## src/rtl/instruction_sequencer_pkg.sv

```systemverilog
// Shared encodings for the instruction sequencer: FSM states, opcodes,
// function-select codes and small field-decode helpers.
package instruction_sequencer_pkg;

    typedef enum logic [2:0] {
        S_FETCH_L = 3'd0,
        S_FETCH_H = 3'd1,
        S_DECODE  = 3'd2,
        S_EX1     = 3'd3,
        S_EX2     = 3'd4,
        S_HALT    = 3'd5
    } state_e;

    localparam logic [5:0] OP_BRA  = 6'h00;
    localparam logic [5:0] OP_BNE  = 6'h01;
    localparam logic [5:0] OP_BEQ  = 6'h02;
    localparam logic [5:0] OP_ADD  = 6'h03;
    localparam logic [5:0] OP_SUB  = 6'h04;
    localparam logic [5:0] OP_AND  = 6'h05;
    localparam logic [5:0] OP_ORR  = 6'h06;
    localparam logic [5:0] OP_MOVI = 6'h07;
    localparam logic [5:0] OP_HLT  = 6'h08;

    localparam logic [2:0] RF_HOLD  = 3'd0;
    localparam logic [2:0] RF_LOAD  = 3'd1;
    localparam logic [2:0] RF_INC   = 3'd2;
    localparam logic [2:0] RF_DEC   = 3'd3;

    localparam logic [1:0] ARF_HOLD = 2'd0;
    localparam logic [1:0] ARF_LOAD = 2'd1;
    localparam logic [1:0] ARF_INC  = 2'd2;
    localparam logic [1:0] ARF_DEC  = 2'd3;

    localparam logic [1:0] DR_HOLD  = 2'd0;

    localparam logic [4:0] ALU_NONE = 5'h00;
    localparam logic [4:0] ALU_ADD  = 5'h14;
    localparam logic [4:0] ALU_SUB  = 5'h16;
    localparam logic [4:0] ALU_AND  = 5'h17;
    localparam logic [4:0] ALU_ORR  = 5'h18;

    localparam logic [1:0] ARF_SEL_PC = 2'd0;
    localparam logic [1:0] MUXA_ALU   = 2'b00;
    localparam logic [1:0] MUXA_IMM   = 2'b11;
    localparam logic [1:0] MUXB_IR    = 2'b11;
    localparam logic [2:0] ARF_PC_EN  = 3'b100;

    function automatic logic is_alu(input logic [5:0] op);
        return (op >= OP_ADD) && (op <= OP_ORR);
    endfunction

    function automatic logic [4:0] alu_fun(input logic [5:0] op);
        case (op)
            OP_ADD:  return ALU_ADD;
            OP_SUB:  return ALU_SUB;
            OP_AND:  return ALU_AND;
            OP_ORR:  return ALU_ORR;
            default: return ALU_NONE;
        endcase
    endfunction

    // Only codes 3'b100..3'b111 name real registers (R1..R4)
    function automatic logic reg_ok(input logic [2:0] code);
        return code[2];
    endfunction

    function automatic logic [3:0] reg_onehot(input logic [1:0] idx);
        return 4'b1000 >> idx;
    endfunction

endpackage

```

## src/rtl/instruction_sequencer.sv

```systemverilog
// Multi-cycle control sequencer: two-byte fetch, decode, up to two execute
// cycles; all control outputs are combinational decodes of state and opcode.
module instruction_sequencer
    import instruction_sequencer_pkg::*;
(
    input  logic        Clock,
    input  logic        Reset,
    input  logic [15:0] IROut,
    input  logic [3:0]  Flags,
    output logic        Halted,
    output logic [2:0]  RF_OutASel,
    output logic [2:0]  RF_OutBSel,
    output logic [2:0]  RF_FunSel,
    output logic [3:0]  RF_RegSel,
    output logic [4:0]  ALU_FunSel,
    output logic        ALU_WF,
    output logic [1:0]  ARF_FunSel,
    output logic [2:0]  ARF_RegSel,
    output logic [1:0]  ARF_OutCSel,
    output logic [1:0]  ARF_OutDSel,
    output logic        IR_Write,
    output logic        IR_LH,
    output logic        Mem_CS,
    output logic        Mem_WR,
    output logic [1:0]  MuxASel,
    output logic [1:0]  MuxBSel,
    output logic [1:0]  MuxCSel,
    output logic        MuxDSel,
    output logic        DR_E,
    output logic [1:0]  DR_FunSel,
    output logic [3:0]  RF_ScrSel
);

    state_e      state_q, state_d;
    logic [5:0]  opcode_q, opcode_d;
    logic [5:0]  op_now;
    logic        alu_ok, taken, alu_hold;
    logic        unused_flags;

    assign unused_flags = ^Flags[2:0];

    always_ff @(posedge Clock) begin
        if (Reset) begin
            state_q  <= S_FETCH_L;
            opcode_q <= '0;
        end else begin
            state_q  <= state_d;
            opcode_q <= opcode_d;
        end
    end

    // In DECODE the opcode register is not loaded yet, so look at IR directly
    assign op_now = (state_q == S_DECODE) ? IROut[15:10] : opcode_q;
    assign alu_ok = reg_ok(IROut[8:6]) & reg_ok(IROut[5:3]) & reg_ok(IROut[2:0]);
    assign taken  = (op_now == OP_BRA) ||
                    (op_now == OP_BNE && !Flags[3]) ||
                    (op_now == OP_BEQ &&  Flags[3]);

    always_comb begin
        state_d     = state_q;
        opcode_d    = opcode_q;
        alu_hold    = 1'b0;
        Halted      = 1'b0;
        RF_OutASel  = '0;
        RF_OutBSel  = '0;
        RF_FunSel   = RF_HOLD;
        RF_RegSel   = '0;
        ALU_FunSel  = ALU_NONE;
        ALU_WF      = 1'b0;
        ARF_FunSel  = ARF_HOLD;
        ARF_RegSel  = '0;
        ARF_OutCSel = '0;
        ARF_OutDSel = ARF_SEL_PC;
        IR_Write    = 1'b0;
        IR_LH       = 1'b0;
        Mem_CS      = 1'b1;
        Mem_WR      = 1'b0;
        MuxASel     = '0;
        MuxBSel     = '0;
        MuxCSel     = '0;
        MuxDSel     = 1'b0;
        DR_E        = 1'b0;
        DR_FunSel   = DR_HOLD;
        RF_ScrSel   = '0;

        // Reset holds every output idle so a mid-execute write is squashed
        if (!Reset) begin
            case (state_q)
                S_FETCH_L, S_FETCH_H: begin
                    Mem_CS     = 1'b0;
                    IR_Write   = 1'b1;
                    IR_LH      = (state_q == S_FETCH_H);
                    ARF_RegSel = ARF_PC_EN;
                    ARF_FunSel = ARF_INC;
                    state_d    = (state_q == S_FETCH_L) ? S_FETCH_H : S_DECODE;
                end
                S_DECODE: begin
                    opcode_d = IROut[15:10];
                    state_d  = S_FETCH_L;
                    if (taken) begin
                        MuxBSel = MUXB_IR;
                        state_d = S_EX1;
                    end else if (is_alu(op_now) && alu_ok) begin
                        alu_hold = 1'b1;
                        state_d  = S_EX1;
                    end else if (op_now == OP_MOVI) begin
                        MuxASel = MUXA_IMM;
                        state_d = S_EX1;
                    end else if (op_now == OP_HLT) begin
                        state_d = S_HALT;
                    end
                end
                S_EX1: begin
                    state_d = S_FETCH_L;
                    if (is_alu(op_now)) begin
                        alu_hold = 1'b1;
                        state_d  = S_EX2;
                    end else if (op_now == OP_MOVI) begin
                        MuxASel   = MUXA_IMM;
                        RF_FunSel = RF_LOAD;
                        RF_RegSel = reg_onehot(IROut[9:8]);
                    end else if (op_now <= OP_BEQ) begin
                        MuxBSel    = MUXB_IR;
                        ARF_RegSel = ARF_PC_EN;
                        ARF_FunSel = ARF_LOAD;
                    end
                end
                S_EX2: begin
                    alu_hold  = 1'b1;
                    RF_FunSel = RF_LOAD;
                    RF_RegSel = reg_onehot(IROut[7:6]);
                    ALU_WF    = IROut[9];
                    state_d   = S_FETCH_L;
                end
                S_HALT: begin
                    Halted  = 1'b1;
                    state_d = S_HALT;
                end
                default: state_d = S_FETCH_L;
            endcase

            // ALU operand routing stays up DECODE..EX2 to cover the MuxD/MuxA pipeline
            if (alu_hold) begin
                RF_OutASel = IROut[5:3];
                RF_OutBSel = IROut[2:0];
                MuxDSel    = 1'b0;
                MuxASel    = MUXA_ALU;
                ALU_FunSel = alu_fun(op_now);
            end
        end
    end

endmodule

```

## config.mk

```make
export PLATFORM = sky130hd
export DESIGN_NAME = instruction_sequencer
export DESIGN_NICKNAME = d
export VERILOG_FILES = /design/src/rtl/instruction_sequencer_pkg.sv /design/src/rtl/instruction_sequencer.sv
export SDC_FILE = /design/constraint.sdc
export NUM_CORES = 1
export LEC_CHECK = 0
export BUFFER_PORTS_ARGS = -buffer_cell sky130_fd_sc_hd__buf_2
export CAP_MARGIN = 20
export CELL_PAD_IN_SITES_DETAIL_PLACEMENT = 1
export CELL_PAD_IN_SITES_GLOBAL_PLACEMENT = 1
export CORE_ASPECT_RATIO = 0.8
export CORE_MARGIN = 2
export CORE_UTILIZATION = 31
export DETAILED_ROUTE_END_ITERATION = 8
export PLACE_DENSITY_LB_ADDON = 0.1
export REMOVE_ABC_BUFFERS = 1
export SYNTH_ARGS = -nofsm -noshare
export SYNTH_HDL_FRONTEND = slang
export SYNTH_SLANG_ARGS = --single-unit
```

## constraint.sdc

```tcl
create_clock -name Clock -period 2.9 [get_ports Clock]
set_clock_uncertainty 0.1 [all_clocks]
set_input_delay 0.435 -clock Clock [delete_from_list [all_inputs] [get_ports Clock]]
set_output_delay 0.435 -clock Clock [all_outputs]
set_load 0.03 [all_outputs]
```

After elaboration in Yosys (flattened, before gate mapping)

Index checks and enable logic that the tools add are counted.

Magnitude comparators: 3
Equality and inequality tests: 13
Shift-type cells: 2
Multiplexer cells: 61
Bitwise logic cells: 2
Reduce and logical (&&, ||, !) cells: 10

Operators with widths:

| cell                                                            | count |
|---|---|
| 2-to-1 mux 3 bit                                                | 13 |
| 2-to-1 mux 2 bit                                                | 13 |
| == test 6 x 3 -> 1 bit (second input constant)                  | 4 |
| 2-to-1 mux 1 bit                                                | 20 |
| case mux 5 bit (4 select lines)                                 | 1 |
| == test 6 x 2 -> 1 bit (second input constant)                  | 2 |
| 2-to-1 mux 4 bit                                                | 3 |
| case mux 2 bit (2 select lines)                                 | 3 |
| case mux 3 bit (4 select lines)                                 | 1 |
| 2-to-1 mux 5 bit                                                | 2 |
| case mux 4 bit (2 select lines)                                 | 1 |
| right shift 4 x 2 -> 4 bit (first input constant)               | 2 |
| == test 3 x 2 -> 1 bit (second input constant)                  | 2 |
| == test 3 bit (second input constant)                           | 2 |
| == test 6 x 1 -> 1 bit (second input constant)                  | 1 |
| == test 6 x 4 -> 1 bit (second input constant)                  | 1 |
| >= comparator 6 x 2 -> 1 bit (second input constant)            | 1 |
| less-or-equal comparator 6 x 2 -> 1 bit (second input constant) | 1 |
| less-or-equal comparator 6 x 3 -> 1 bit (second input constant) | 1 |
| logical NOT 6 bit                                               | 1 |
| 2-to-1 mux 6 bit                                                | 1 |
| case mux 3 bit (2 select lines)                                 | 1 |
| logical AND 1 bit                                               | 4 |
| == test 3 x 1 -> 1 bit (second input constant)                  | 1 |
| 7 further kinds                                                 | 9 |

Register bits: 9
Output and inout port bits: 47
Logic and storage cells: 93

Logic depth before layout (Yosys ltp)

Gate-level depths: netlist of the first run.

Depth after elaboration: 11
Mapped depth: 7

Worst setup path before layout of the first run

No wires, ideal clock.

Kind: register -> output
Start point: register state_q[0]
End point: output MuxBSel[1]
Data arrival time: 2,386 ps
Data required time: 2,365 ps
Setup slack: -21 ps
Stages on the path, launching flop included: 8
Buffers on the path: 3
Cell sequence: dfxtp_1 -> buf_2 -> or3b_1 -> buf_4 -> a211oi_4 -> nand2_1 -> a211oi_1 -> buf_4

Cells in the longest elaborated chain, start to end: 9
Elaborated cells between the ends (all ways): 21

Ends and longest elaborated chain:

| item                                                                                            | line                        | RTL |
|---|---|---|
| start, declared                                                                                 | instruction_sequencer.sv:34 | `state_e state_q, state_d;` |
| start signal, assigned                                                                          | instruction_sequencer.sv:47 | `state_q <= state_d;` |
| parallel branches: the longest is 7 deep, another holds less-or-equal comparator 6 x 2 -> 1 bit | n/a                         |  |
| case mux 2 bit (2 select lines) (*)                                                             | instruction_sequencer.sv:88 | `case (state_q)` |
| 2-to-1 mux 2 bit (*)                                                                            | instruction_sequencer.sv:87 | `if (!Reset) begin` |
| end, declared                                                                                   | instruction_sequencer.sv:26 | `output logic [1:0] MuxBSel,` |

Every way passes the cells marked *.

Final worst setup path of the first run

Start point: register state_q[1]
End point: output MuxBSel[1]

Same word-level chain as after synthesis.

==> results of run 1 <==
-- cells in the final DEF, fill, tap and decap left out, types with 3 or more instances in the layout --
master and n:
nor3b_1 7, conb_1 19, inv_1 5, nor2_1 5, nand3_1 5, nand2_1 14
nand2b_1 3, nor2b_1 4, and3_1 3, o21ai_0 4, buf_2 46, dfxtp_1 8
a211oi_1 3, mux2i_1 4, a21oi_1 6, nor3_1 10, clkbuf_8 3
-- metal layers --
layer  vias up  GRT usage  share of wire
met1       527     0.1964           0.47
met3         0    0.03826          0.069
met2        47     0.2590           0.46
met5         -          0              0
li1        570          -              -
met4         0    0.02156              0
-- cell type report --
cell class | count | area (um^2) | share of cell area
multi-input cells | 121 | 765.7 | 0.5795
repair buffers | 48 | 257.7 | 0.1951
flip-flops and latches | 9 | 181.4 | 0.1373
well taps | 42 | 52.55 | 0.03977
clock buffers | 4 | 45.04 | 0.03409
inverters | 5 | 18.77 | 0.01420
-- flip-flops by register name, summed over array words and instances (netlist names) --
signal and cells:
state_q 3, opcode_q 6
-- timing repair --
action	in CTS	in global routing
buffers inserted	0	1
setup endpoints to repair	5	6
resized for setup	1	1
-- cells by family after synthesis --
kind of cell           synth area share
AOI/OAI and AO/OA                0.2222
DFF                              0.1616
muxes                           0.05612
other                          0.003364
and+or+nand+nor                  0.3412
buffers and inverters            0.2155
-- critical path, delay by kind of cell (launching register included) --
kind            cells  cell delay [ns]
compound gates      2             0.59
buf+inv             1             0.25
flops               1             0.46
simple gates        2             0.65
-- power by group through the flow --
| stage | Combinational (mW) | Clock (mW) | Sequential [mW] |
|---|---|---|---|
| global route | 0.168 | 0.160 | 0.142 |
| finish | 0.155 | 0.146 | 0.141 |
| detailed placement | 0.150 | 0 | 0.143 |
| CTS | 0.151 | 0.149 | 0.141 |
| global placement | 0.147 | 0 | 0.142 |
| floorplan | 0.104 | 0 | 0.140 |
-- how the worst max path moves through the flow --
stage | to | slack, ns | cells after the start
floorplan | MuxBSel[0] | -0.30 | 4
global placement | ALU_FunSel[0] | 0.32 | 5
detailed placement | RF_OutBSel[0] | 0.24 | 5
CTS | MuxBSel[1] | 0.08 | 6
global route | ARF_RegSel[2] | 0.08 | 6
finish | MuxBSel[1] | 0.18 | 5
-- per-stage QoR --
stage	setup TNS (ns)	worst slack (ns)	area, um^2	std cells	util
detailed placement	0	0.2437	1251	224	0.3630
global placement	0	0.3195	1251	224	0.3630
finish	0	0.1793	1321	229	0.3833
CTS	0	0.08483	1300	228	0.3771
global route	0	0.07606	1321	229	0.3833
floorplan	-0.6102	-0.2980	960.9	135	-
==> run_results.csv, run 1 <==
group,metric,value,unit
clocking,cts_max_path_buffers,2,
power_and_ir_drop,irDropWorstVdd,0.0002035,V
synthesis,share_of_synthesized_area_occupied_by_flip_flops_and_latches,0.1616,
critical_path,timing.critical_path.slowest_cell_delay,0.55,ns
floorplanning,core_area,0.003447,mm^2
synthesis,postSynth.topFlopCell,"dfxtp_1",
critical_path,r2r.worst_path.cells,5,
place,port-buffer-count,46,
route,dr_total_vias,1144,
hold_path,worstHoldEndpoint,"opcode_q[5]",
clocking,cts.sink_count,9,
route,vias_per_cell,4.996,
critical_path,arrival,2.19,ns
synthesis,synth-seq-cells,9,
route,totalWireLength,3052,um
route,final_antenna_net_count,0,
timing,worst_pin_slew,0.4972,ns
critical_path,path_cells,"or3b_1 > a211oi_4 > nand2_1 > a211oi_1 > buf_2",
global_route,grt_start_max_net_pins,21,
cells_and_area,flow.area_growth_from_synthesis,18.52,%
global_route,grt_first_pass_wirelength,5016,um
critical_path,cp_data_required_time,2.37,ns
route,drt_first_iter_violations,40,
timing,max_freq,367.6,MHz
floorplanning,floorplan.die_area,0.004095,mm^2
route,detail_route.wl_per_cell,13.33,um
clocking,cts_hold_repair.buffers,0,
power_and_ir_drop,pwr_density_cell,334.1,mW/mm^2
synthesis,yosysMostFrequentCell,"buf_4",
run_status,status,"complete, no violations",
global_route,grt.overflow.total,0,
synthesis,netlist_top_cells_count,"buf_4 (23), nand2_1 (14), nor3_1 (10)",
power_and_ir_drop,power.share.switching,0.3822,
power_and_ir_drop,power.sequential.fraction,0.319,
synthesis,netlist-cell-type-count,48,
synthesis,synth_area_leader_cell,"dfxtp_1",
global_route,track_usage,0.1504,
critical_path,timing.setup.critical_path_class,"flop to output port",
clocking,ctsRootBufferMaster,"clkbuf_8",
synthesis,syn-cell-area,0.001115,mm^2
clocking,cts-buffers-inserted,3,
hold_path,min_delay_path_depth,2,
critical_path,critical_path.startpoint,"state_q[1]",
synthesis,async_set_or_reset_flop_fraction_in_the_synthesized_netlist,0,
synthesis,synth_edf_count,0,
power_and_ir_drop,total_power,0.4414,mW
clocking,count_of_h_tree_levels_built_during_cts,1,
floorplanning,die_w,71.05,um
power_and_ir_drop,cellInternalPower,0.2727,mW
critical_path,timing.critical_path.to_type,"output port",
critical_path,worstSetupStartpointType,"flop",
place,place.gp.congestion,0.8459,
synthesis,yosysWarnings,0,
run,drv.max_cap_violation_count,0,
clocking,tritoncts,"yes",
route,dr.pass1.iters,4,
place,dp_hpwl,2461,um
synthesis,synthesis.area_per_instance,7.533,um^2
cells_and_area,insertedDiodeCount,0,
timing,post-route-period-util,0.9382,
synthesis,netlist_instances,148,
cells_and_area,nets,210,
timing,hold_violations,0,
critical_path,reg2reg_setup_slack,0.92,ns
timing,final_number_of_setup_violating_endpoints,0,
hold_path,holdCritStartpoint,"opcode_q[5]",
synthesis,ranking_of_synthesized_cells_by_area,"dfxtp_1 (16%), buf_4 (15%), nand2_1 (4.7%), nor3b_1 (4.7%), nor3_1 (4.5%)",
cells_and_area,post_route_cells_drive_above_1_share,0.3316,
critical_path,timing.rr.start,"state_q[1]",
power_and_ir_drop,clock_power_share,0.330,
cells_and_area,filler_cell_count,460,
critical_path,worst_path_max_delay_cell,"or3b_1",
global_route,grt_antenna_before_repair,0,
floorplanning,pin_count,69,
floorplanning,die_y,57.64,um
clocking,clk-insertion-delay-late,0.23,ns
timing,rsz0062_at_grt,"false",
floorplanning,initial_core_utilization,0.3234,
power_and_ir_drop,p_comb_frac,0.351,
timing,final-max-slew-violation-count,0,
global_route,first_global_vias,1122,
clocking,clk_pin_slew_worst_paths,0.04,ns
synthesis,yosys.area.top_type_share,0.1616,
route,post-route-drc-count,0,
critical_path,rr_endpoint,"state_q[1]",
floorplanning,fp-row-count,19,
timing,final.min_clock_period,2.721,ns
power_and_ir_drop,power_leakage,0.6034,nW
critical_path,cp_max_fo,9,
hold_path,hold_path_class,"flop to flop",
power_and_ir_drop,power_switching,0.1687,mW
timing,max_slew_margin,0.6666,
timing,fin_worst_hold_slack,0.3698,ns
Power figures use the tool's default switching activity.
==> inputs of run 2 (changes only) <==
CORE_UTILIZATION = 29   (was 31)
clock period = 3.04 ns   (was 2.9 ns; I/O delays follow)
==> run 2 against run 1 <==
Compared with the run above:
- non-clock buffer count unchanged
- core utilization down 3.5 points
- total power down 5.2%
- critical path depth unchanged
- global-route usage down 0.81 points
- sequential cell count unchanged
- design area down 1.1%
- sequential share of layout area up 0.062 points
- via count up 0.79%
- largest power group unchanged
==> run_results.csv, run 2 (synthesis gave the netlist of run 1 again) <==
group,metric,value,unit
run_status,status,"complete, no violations",
cells_and_area,top_library_cells_by_usage_in_the_layout_fill_and_taps_aside,"buf_2 (46), conb_1 (19), nand2_1 (14)",
critical_path,cp_max_fo,9,
global_route,global_route.usage.met3,0.04252,
cells_and_area,nets,210,
power_and_ir_drop,irDropWorstVdd,0.0001783,V
hold_path,hold_path_class,"flop to flop",
floorplanning,die_w,73.32,um
clocking,clk_pin_slew_worst_paths,0.05,ns
timing,final_number_of_setup_violating_endpoints,0,
critical_path,timing.setup.critical_path_class,"flop to output port",
cells_and_area,registers.top_by_ff_count,"opcode_q",
route,totalWireLength,3107,um
cells_and_area,layout.cells.non_filler,231,
global_route,grt.met2_usage,0.2355,
clocking,cts-buffers-inserted,3,
timing,rsz0062_at_grt,"false",
critical_path,timing.critical_path.slowest_cell_delay,0.56,ns
cells_and_area,number_of_flip_flops_in_the_largest_register,6,
run,drv.max_cap_violation_count,0,
route,detail_route.wl_per_cell,13.45,um
floorplanning,fp-row-count,20,
power_and_ir_drop,pwr_density_cell,320.2,mW/mm^2
clocking,cts.repair_timing.setup_buffer_count,0,
critical_path,path_cells,"or3b_1 > a211oi_4 > nand2_1 > a211oi_1 > buf_2",
critical_path,cp_data_required_time,2.48,ns
clocking,ctsRootBufferMaster,"clkbuf_8",
power_and_ir_drop,power_leakage,0.5979,nW
route,dr.pass1.iters,5,
route,final_antenna_net_count,0,
timing,final-max-slew-violation-count,0,
clocking,cts.sink_count,9,
clocking,cts_max_path_buffers,2,
route,vias_per_cell,4.991,
critical_path,worstSetupStartpointType,"flop",
floorplanning,floorplan.die_area,0.004359,mm^2
cells_and_area,insertedDiodeCount,0,
timing,max_freq,357.7,MHz
timing,final.min_clock_period,2.796,ns
place,place.gp.congestion,0.8713,
place,port-buffer-count,46,
critical_path,worst_path_max_delay_cell,"or3b_1",
critical_path,arrival,2.24,ns
floorplanning,pin_count,69,
place,dp_hpwl,2507,um
clocking,cts_hold_repair.buffers,0,
global_route,global_route.peak_usage_layer,"met2",
global_route,grt.overflow.total,0,
global_route,grt_start_max_net_pins,21,
clocking,count_of_h_tree_levels_built_during_cts,1,
route,drt_first_iter_violations,68,
critical_path,path_delay_family,"simple AND/OR/NAND/NOR gates",
global_route,track_usage,0.1423,
timing,post-route-period-util,0.9197,
cells_and_area,flow.area_growth_from_synthesis,17.17,%
clocking,clk-insertion-delay-late,0.23,ns
global_route,first_global_vias,1064,
place,dp.cells,227,
clocking,post_cts_resized,0,
place,placement.cell_area,0.001261,mm^2
critical_path,timing.critical_path.to_type,"output port",
route,post-route-drc-count,0,
cells_and_area,reg.largest.list,"opcode_q (6), state_q (3)",
clocking,tritoncts,"yes",
timing,hold_violations,0,
global_route,global_route.usage.met1,0.1929,
critical_path,worstPathBufferInverterCount,1,
cells_and_area,post_route_cells_drive_above_1_share,0.3209,
floorplanning,core_area,0.003754,mm^2
cells_and_area,finalInstanceArea,0.001306,mm^2
global_route,grt_first_pass_wirelength,4885,um
global_route,grt_antenna_before_repair,0,
cells_and_area,leading_cell_type_in_the_layout_fill_and_taps_excluded,"buf_2",
route,dr_total_vias,1153,
floorplanning,initial_core_utilization,0.2970,
floorplanning,die_y,59.46,um
## run 2: final cells by class
| type | count | area [um^2] |
|---|---|---|
| well taps | 44 | 55.05 |
| fillers | 485 | 2447 |
| repair buffers | 48 | 245.2 |
| flip-flops and latches | 9 | 180.2 |
| multi-input cells | 121 | 762.0 |
| inverters | 5 | 18.77 |
| clock buffers | 4 | 45.04 |
## run 2: through the flow
| stage | hold WS (ns) | util | setup WS, ns | TNS (ns) | power, mW |
|---|---|---|---|---|---|
| global placement | 0.3519 | 0.3360 | 0.5190 | 0 | 0.2794 |
| detailed placement | 0.3617 | 0.3360 | 0.4877 | 0 | 0.2819 |
| floorplan | 0.3376 | - | -0.1790 | -0.3580 | 0.2329 |
| CTS | 0.3678 | 0.3480 | 0.2259 | 0 | 0.4229 |
| global route | 0.3921 | 0.3480 | 0.1187 | 0 | 0.4439 |
| finish | 0.3726 | 0.3480 | 0.2440 | 0 | 0.4183 |
## run 2: path summary, 6_finish.rpt
kind                from           to  slack (ns)  depth (start not counted)
min reg2reg  opcode_q[5]  opcode_q[5]        0.37                          2
max reg2reg   state_q[1]   state_q[1]        1.03                          4
min          opcode_q[5]  opcode_q[5]        0.37                          2
max           state_q[1]   MuxBSel[0]        0.24                          5
## run 2: worst min-delay path, delay by kind of cell, from the launching register on
kind               cells  cell delay [ns]
AOI/OAI and AO/OA      1             0.05
DFF                    1             0.31
and+or+nand+nor        1             0.06
## run 2: where the power goes
group	leakage, nW	internal (mW)	switching (mW)
logic	0.502	0.0423	0.103
registers	0.0733	0.125	0.0100
clock network	0.0228	0.0913	0.0468
total	0.598	0.258	0.160
## run 2: layer usage
layer | part of all wire | vias to the layer above
li1 | - | 567
met1 | 0.48 | 539
met2 | 0.46 | 47
met3 | 0.068 | 0
met4 | 0 | 0
met5 | 0 | -
==> inputs of run 3 (changes only) <==
--- a/constraint.sdc
+++ b/constraint.sdc
@@ -4,2 +4,2 @@
 set_output_delay 0.456 -clock Clock [all_outputs]
-set_load 0.03 [all_outputs]
+set_load 0.005 [all_outputs]
==> run 3 against run 2 <==
Compared with the run above:
- total power fell by 8.1%
- critical path depth did not move
- maximum frequency rose by 1.8%
- core utilization did not move
- first-iteration DRC count fell by 4.4%
- setup slack improved by 0.051 ns
- via count rose by 1.8%
- critical path type unchanged
- global-route usage rose by 1.4 points
- non-clock buffer count did not move
- clock power rose by 3%
==> run_results.csv, run 3 (synthesis gave the netlist of run 1 again) <==
group,metric,value,unit
global_route,first_global_vias,1156,
clocking,count_of_h_tree_levels_built_during_cts,1,
cells_and_area,nets,210,
cells_and_area,number_of_flip_flops_in_the_largest_register,6,
floorplanning,core_area,0.003754,mm^2
route,post-route-drc-count,0,
clocking,clk-insertion-delay-late,0.24,ns
global_route,grt.overflow.total,0,
floorplanning,initial_core_utilization,0.2970,
critical_path,timing.setup.critical_path_class,"flop to output port",
route,met3_wirelength,234,um
timing,post-route-period-util,0.9031,
clocking,clk_pin_slew_worst_paths,0.05,ns
cells_and_area,flow.area_growth_from_synthesis,17.17,%
clocking,cts.sink_count,9,
floorplanning,fp-row-count,20,
timing,hold_violations,0,
critical_path,worstSetupStartpointType,"flop",
route,vias_per_cell,5.082,
cells_and_area,top_library_cells_by_usage_in_the_layout_fill_and_taps_aside,"buf_2 (46), conb_1 (19), nand2_1 (14)",
clocking,cts_hold_repair.buffers,0,
route,final_antenna_net_count,0,
timing,final-max-slew-violation-count,0,
timing,final_number_of_setup_violating_endpoints,0,
global_route,grt_antenna_before_repair,0,
cells_and_area,leading_cell_type_in_the_layout_fill_and_taps_excluded,"buf_2",
cells_and_area,post_route_cells_drive_above_1_share,0.3209,
clocking,cts-buffers-inserted,3,
critical_path,timing.critical_path.to_type,"output port",
global_route,grt_start_max_net_pins,21,
route,drt_first_iter_violations,65,
clocking,tritoncts,"yes",
floorplanning,floorplan.die_area,0.004359,mm^2
place,port-buffer-count,46,
critical_path,cp_max_fo,9,
critical_path,cp_data_required_time,2.48,ns
place,placement.cell_area,0.001261,mm^2
route,met2_wl,1451,um
clocking,cts.repair_timing.setup_buffer_count,0,
cells_and_area,reg.largest.list,"opcode_q (6), state_q (3)",
floorplanning,die_w,73.32,um
cells_and_area,filler_cell_count,497,
route,top_layer_used,"met4",
cells_and_area,finalInstanceArea,0.001306,mm^2
timing,final.min_clock_period,2.745,ns
power_and_ir_drop,pwr_density_cell,294.2,mW/mm^2
global_route,track_usage,0.1560,
clocking,ctsRootBufferMaster,"clkbuf_8",
hold_path,hold_path_class,"flop to flop",
place,dp_hpwl,2624,um
power_and_ir_drop,power_leakage,0.5979,nW
cells_and_area,layout.cells.non_filler,231,
place,place.gp.congestion,0.8728,
route,dr.pass1.iters,4,
route,totalWireLength,3230,um
run,drv.max_cap_violation_count,0,
route,dr_total_vias,1174,
run_status,status,"complete, no violations",
timing,setup_tns,0,ns
route,detail_route.wl_per_cell,13.98,um
floorplanning,die_y,59.46,um
place,dp.cells,227,
critical_path,arrival,2.19,ns
clocking,cts_max_path_buffers,2,
cells_and_area,insertedDiodeCount,0,
timing,max_freq,364.2,MHz
floorplanning,pin_count,69,
route,route.layer.met1.wl,1535,um
cells_and_area,registers.top_by_ff_count,"opcode_q",
clocking,post_cts_resized,0,
power_and_ir_drop,irDropWorstVdd,0.0001254,V
timing,rsz0062_at_grt,"false",
global_route,grt_first_pass_wirelength,5333,um
run 3: final cells by class:
class                           count  area (um^2)  area share
Inverter                            5        18.77     0.01437
Clock buffer                        4        45.04     0.03448
Multi-Input combinational cell    121        762.0      0.5833
Sequential cell                     9        180.2      0.1379
Timing Repair Buffer               48        245.2      0.1877
Tap cell                           44        55.05     0.04215
run 3: worst max-delay path: stages, from the launching register on:
cell and delay, ns:
dfxtp_1 0.48, or3b_1 0.57, a211oi_4 0.31, nand2_1 0.11, a211oi_1 0.31, buf_2 0.18
run 3: path summary, 6_finish.rpt:
| check | cells past startpoint | endpoint | slack, ns | from |
|---|---|---|---|---|
| worst max-delay path | 5 | MuxBSel[0] | 0.29 | state_q[1] |
| worst max register to register | 4 | state_q[0] | 1.01 | state_q[1] |
| worst min register to register | 2 | opcode_q[5] | 0.37 | opcode_q[5] |
| worst min-delay path | 2 | opcode_q[5] | 0.37 | opcode_q[5] |
run 3: per-layer routing:
layer / global-route usage / up-vias
li1: - / 565
met1: 0.2146 / 558
met2: 0.2548 / 48
met3: 0.03571 / 3
met4: 0.02338 / 0
met5: 0 / -
run 3: per-stage QoR:
step	power (mW)	setup slack [ns]	utilization	hold slack, ns
2_1_floorplan	0.1946	0.8327	-	0.3376
6_report	0.3843	0.2946	0.3480	0.3731
5_1_grt	0.4127	0.1259	0.3480	0.4003
4_1_cts	0.3867	0.2655	0.3480	0.3719
3_3_place_gp	0.2409	0.6010	0.3360	0.3516
3_5_place_dp	0.2441	0.5187	0.3360	0.3655
run 3: report_power, final:
group / switching, mW / internal (mW) / total, mW
Clock: 0.0506 / 0.0917 / 0.142
Sequential: 0.0104 / 0.125 / 0.135
Combinational: 0.0650 / 0.0421 / 0.107
